<file path="config.mk">
export PLATFORM = sky130hd
export DESIGN_NAME = message_block_loader
export DESIGN_NICKNAME = d
export VERILOG_FILES = /design/src/rtl/sha_pkg.sv /design/src/rtl/message_window_shift.sv /design/src/rtl/message_block_loader.sv
export SDC_FILE = /design/constraint.sdc
export NUM_CORES = 1
export LEC_CHECK = 0
export ABC_AREA = 0
export CORE_ASPECT_RATIO = 0.8
export CORE_MARGIN = 1.5
export CORE_UTILIZATION = 35
export CTS_BUF_LIST = sky130_fd_sc_hd__clkbuf_16
export DETAILED_ROUTE_END_ITERATION = 8
export HOLD_SLACK_MARGIN = 0.12
export PLACE_DENSITY = 0.64
export SYNTH_ARGS = -nofsm -noshare
export SYNTH_HDL_FRONTEND = slang
export SYNTH_SLANG_ARGS = --single-unit
</file>
<file path="constraint.sdc">
create_clock -name clk -period 6.2 [get_ports clk]
set_clock_uncertainty 0.15 [all_clocks]
set_input_delay 0.62 -clock clk [delete_from_list [all_inputs] [get_ports clk]]
set_output_delay 0.62 -clock clk [all_outputs]
set_load 0.02 [all_outputs]
</file>
<file path="src/rtl/sha_pkg.sv">
// Shared SHA-256 message types: one 32-bit word and the 16-word history window
// (index 0 = newest word, index 15 = oldest).
package sha_pkg;

  localparam int WORDS_PER_BLOCK = 16;
  localparam int WORD_WIDTH      = 32;

  typedef logic [WORD_WIDTH-1:0] word_t;
  typedef word_t [WORDS_PER_BLOCK-1:0] window_t;

endpackage

</file>
<file path="src/rtl/message_window_shift.sv">
// 16-word shift register: new words enter at index 0 and age toward index 15.
// A parallel load takes priority over shifting.
module message_window_shift
  import sha_pkg::*;
(
  input  logic    clk,
  input  logic    rst_n,
  input  logic    en,
  input  logic    load,
  input  window_t load_data,
  input  word_t   shift_in,
  output window_t window
);

  window_t window_r;

  // Window storage: load, shift in the newest word, or hold.
  always_ff @(posedge clk or negedge rst_n) begin
    if (!rst_n) begin
      window_r <= '0;
    end else if (load) begin
      window_r <= load_data;
    end else if (en) begin
      window_r <= {window_r[WORDS_PER_BLOCK-2:0], shift_in};
    end else begin
      window_r <= window_r;
    end
  end

  assign window = window_r;

endmodule

</file>
<file path="src/rtl/message_block_loader.sv">
// Assembles streamed message words into 16-word blocks and hands them to the
// expander through a double-buffered valid/ready output stage.
module message_block_loader
  import sha_pkg::*;
(
  input  logic        clk,
  input  logic        rst_n,
  input  word_t       word_i,
  input  logic        word_valid_i,
  output logic        word_ready_o,
  input  logic        flush_i,
  output window_t     W_o,
  output logic        block_valid_o,
  input  logic        block_ready_i,
  output logic [4:0]  fill_count_o,
  output logic [31:0] block_count_o
);

  localparam logic [4:0] FILL_FULL = 5'(WORDS_PER_BLOCK);

  logic [4:0]  fill_count_r;
  logic        block_valid_r;
  window_t     window_r;
  logic [31:0] block_count_r;
  window_t     fill_window_s;

  logic full_s;
  logic transfer_s;
  logic ready_s;
  logic handoff_s;
  logic accept_s;

  // Handshake decode; flush masks every event so nothing moves that cycle.
  always_comb begin
    full_s     = (fill_count_r == FILL_FULL);
    transfer_s = 1'b0;
    ready_s    = 1'b0;
    handoff_s  = 1'b0;
    if (flush_i) begin
      transfer_s = 1'b0;
      ready_s    = 1'b0;
      handoff_s  = 1'b0;
    end else begin
      transfer_s = full_s && (!block_valid_r || block_ready_i);
      ready_s    = !full_s || transfer_s;
      handoff_s  = block_valid_r && block_ready_i;
    end
    accept_s = word_valid_i && ready_s;
  end

  message_window_shift u_fill (
    .clk       (clk),
    .rst_n     (rst_n),
    .en        (accept_s),
    .load      (flush_i),
    .load_data ('0),
    .shift_in  (word_i),
    .window    (fill_window_s)
  );

  // Fill occupancy; a word accepted during a transfer starts the next block.
  always_ff @(posedge clk or negedge rst_n) begin
    if (!rst_n) begin
      fill_count_r <= 5'd0;
    end else if (flush_i) begin
      fill_count_r <= 5'd0;
    end else if (transfer_s) begin
      fill_count_r <= accept_s ? 5'd1 : 5'd0;
    end else if (accept_s) begin
      fill_count_r <= fill_count_r + 5'd1;
    end else begin
      fill_count_r <= fill_count_r;
    end
  end

  // Output block register and its valid flag.
  always_ff @(posedge clk or negedge rst_n) begin
    if (!rst_n) begin
      window_r      <= '0;
      block_valid_r <= 1'b0;
    end else if (flush_i) begin
      window_r      <= window_r;
      block_valid_r <= 1'b0;
    end else if (transfer_s) begin
      window_r      <= fill_window_s;
      block_valid_r <= 1'b1;
    end else if (handoff_s) begin
      window_r      <= window_r;
      block_valid_r <= 1'b0;
    end else begin
      window_r      <= window_r;
      block_valid_r <= block_valid_r;
    end
  end

  // Handed-off block counter, wrapping modulo 2^32.
  always_ff @(posedge clk or negedge rst_n) begin
    if (!rst_n) begin
      block_count_r <= 32'd0;
    end else if (handoff_s) begin
      block_count_r <= block_count_r + 32'd1;
    end else begin
      block_count_r <= block_count_r;
    end
  end

  assign word_ready_o  = ready_s;
  assign W_o           = window_r;
  assign block_valid_o = block_valid_r;
  assign fill_count_o  = fill_count_r;
  assign block_count_o = block_count_r;

endmodule

</file>
==> flow_metrics.py <==
metrics = {
    "outcome": {
        "outcome": "complete, no violations",
    },
    "layout": {
        "fin_util_pct": 44.1,
        "drive_above_1_share_pct": 7.70,
        "fin_area_um2": 52600,
        "area_growth_pct": 24.3,
        "layout_common_cells": "1062 x dfrtp_1, 1036 x nand2_1, 585 x clkdlybuf4s50_1",
        "n_fill_cell": 11200,
        "final_common_cell": "dfrtp_1",
        "multi_input_area_um2": 14300,
        "final_nets": 4019,
        "final-seq-area_um2": 26600,
    },
    "timing": {
        "hold_violations": 0,
        "fin_crit_sh_pct": 54.7,
        "maxSlewHeadroom_pct": 17.1,
        "fmax_mhz": 295,
        "drv_slew": 0,
        "setup_violations": 0,
        "fin_ws_ns": 2.81,
        "finalCriticalPeriod_ns": 3.39,
        "tns_ns": 0,
        "rsz0062_at_grt": "false",
        "worst_slew_pin_slew_ns": 1.24,
    },
    "drt": {
        "route.vias.total": 27400,
        "drtIter0Drc": 1692,
        "detail_route.wl_per_cell_um": 20.7,
        "detail-route-antenna-nets": 0,
        "drc": 0,
        "wl_mm": 118,
        "dr.pass1.iters": 5,
        "via_per_inst": 4.83,
    },
    "global_routing": {
        "grt_pass1_wl_mm": 180,
        "grt_max_degree": 181,
        "antenna_found_initial": 2,
        "use_met1_pct": 25.6,
        "use_met2_pct": 29.3,
        "grt_busiest_layer": "met2",
        "gr-usage-met3_pct": 6.67,
        "first_global_vias": 28100,
        "track_usage_pct": 19.0,
        "gr-total-overflow": 0,
    },
    "die": {
        "die_area_um2": 123000,
        "rows": 113,
        "start_util_pct": 35.5,
        "die_h_um": 314,
        "io_pins": 588,
        "core_um2": 119000,
        "die_w_um": 392,
    },
    "clock_tree": {
        "cts_buffers": 108,
        "cts_tree": "yes",
        "h-tree-depth": 3,
        "cts-root-buf": "clkbuf_16",
        "cts.sinks": 1062,
        "worstSkewPairLatency_ns": 0.73,
        "cts.clk_slew.worst_paths_ns": 0.06,
        "clockBufferDepth": 3,
    },
    "power": {
        "leakagePower_nw": 26.8,
        "total_power_mw": 13.5,
        "p_clk_share_pct": 44.9,
        "intPower_mw": 10.4,
        "switching_power_mw": 3.14,
        "comb_power_share_pct": 3.3,
        "switching_share_pct": 23.2,
        "p_per_area_nw_per_um2": 257,
        "p_seq_share_pct": 51.7,
        "vdd_drop_max_mv": 0.223,
    },
    "setup_path": {
        "cp.required_ns": 5.43,
        "criticalPathCategory": "reg -> out",
        "crit_path_cell_trace": "inv_1, ha_1, and4bb_4, a21oi_1, clkdlybuf4s50_1",
        "crit_path_start_kind": "flip-flop",
        "worstSetupEndpointType": "output port",
        "critPathTopFamily": "buffers and inverters",
        "timing.critical_path.slowest_stage_cell": "clkdlybuf4s50_1",
        "worst_path_largest_cell_delay_ns": 0.69,
        "path_max_fanout": 5,
        "crit_buf_inv": 2,
        "crit_arrival_ns": 2.62,
    },
    "run": {
        "cap_violations": 0,
    },
    "synthesis": {
        "ys_seq_elements": 1062,
        "synth.avg_cell_area_um2": 12.3,
        "ys.flop_type": "dfrtp_1",
        "synth_edf_count": 0,
        "ys_seq_area_share_pct": 62.7,
        "synth_area_um2": 42400,
        "ys_types": 35,
        "synth_cells": 3455,
        "async_flop_share_pct": 100,
        "synth_nets": 3495,
        "synth_warnings": 0,
    },
    "placed_design": {
        "gp_congestion": 0.814,
        "place_area_um2": 49400,
        "io_buffers": 587,
        "post-place-ws_ns": 2.33,
        "hpwl_mm": 78.3,
    },
    "hold_path": {
        "hold_path.class": "in -> reg",
    },
}
worst paths after layout:
check                           slack, ns  depth (start not counted)                         from                            end
worst min-delay path                 0.27                          3                   word_i[20]  u_fill.window[20]$_DFFE_PN0P_
worst max-delay path                 2.81                          5  fill_count_o[0]$_DFFE_PN0P_                   word_ready_o
max in group asynchronous            3.98                          3                        rst_n  u_fill.window[96]$_DFFE_PN0P_
worst max register to register       2.87                          7  fill_count_o[0]$_DFFE_PN0P_           W_o[319]$_DFFE_PN0P_
worst min register to register       0.33                          1         W_o[497]$_DFFE_PN0P_           W_o[497]$_DFFE_PN0P_
min in group asynchronous            0.44                          2                        rst_n           W_o[226]$_DFFE_PN0P_
routing by layer:
metal / wire length (um) / vias up / part of all wire [%]
met1: 52100 / 14000 / 44
met2: 53600 / 638 / 46
met3: 9310 / 161 / 7.9
li1: - / 12600 / -
met4: 2580 / 2 / 2.2
met5: 13 / - / 0.011
through the flow:
step	cells	hold slack, ns
after floorplan	3455	0.174
after global placement	5478	0.313
after detailed placement	5478	0.322
after CTS	5676	0.197
after global routing	5676	0.244
final	5679	0.270
synth_stat cells (all sizes together), types with 2 or more instances:
master	number	share of area, %
nand3	11	0.13
buf	162	2.9
nand3b	509	9.0
xnor2	25	0.52
nor3	6	0.083
and4	4	0.083
nand4	14	0.21
o21ai	3	0.044
nor2b	2	0.030
inv	3	0.027
nor2	7	0.10
dfrtp	1062	63
xor2	8	0.17
clkbuf	65	0.58
nand2	1037	9.2
and3	4	0.059
mux2	513	14
ha	3	0.089
a21oi	8	0.095
nor4	2	0.10
layout make-up:
| class | count | share of cell area, % |
|---|---|---|
| Clock buffer | 111 | 5.28 |
| Inverter | 3 | 0.0214 |
| Sequential cell | 1062 | 50.5 |
| Tap cell | 1610 | 3.83 |
| Clock inverter | 86 | 0.903 |
| Antenna cell | 3 | 0.0143 |
| Timing Repair Buffer | 641 | 12.3 |
| Multi-Input combinational cell | 2163 | 27.2 |
power groups by stage:
stage                     registers [mW]  logic, mW  clock network [mW]
final                               7.00      0.450                6.08
after global routing                7.00      0.505                6.53
after CTS                           7.00      0.465                6.25
after detailed placement            7.13      0.463                   0
after global placement              7.13      0.461                   0
after floorplan                     7.12      0.207                   0
cells by family (layout without fill, tap and decap cells):
family          after synthesis  in the layout  synth area share (%)
fa+ha+maj                     3              3                0.0886
mux                         513            513                  13.6
compound gates               13             13                 0.171
other cells                   0              3                     0
simple gates               1601           1601                  19.2
flops                      1062           1062                  62.7
xor+xnor                     33             33                 0.682
buf+inv                     230            841                  3.49
flip-flops by register name (all words and copies together), names as in the netlist:
signal         cells
block_count_o     32
block_valid_o      1
fill_count_o       5
u_fill.window    512
W_o              512
worst register-to-register path, delay by kind of cell, from the launching register on:
| kind | cells | cell delay, ns |
|---|---|---|
| AND/OR/NAND/NOR | 3 | 1.16 |
| buffers and inverters | 2 | 0.77 |
| flip-flops | 1 | 0.45 |
| multiplexers | 1 | 0.45 |
| adder cells (fa/ha/maj) | 1 | 0.23 |
what timing repair did:
item / in CTS / in global routing
hold endpoints to repair: 82 / 0
hold buffers: 1 / 0
gates resized for setup: 0 / 0
setup buffers: 0 / 0
Note: power is estimated with default switching activity, not from simulation.
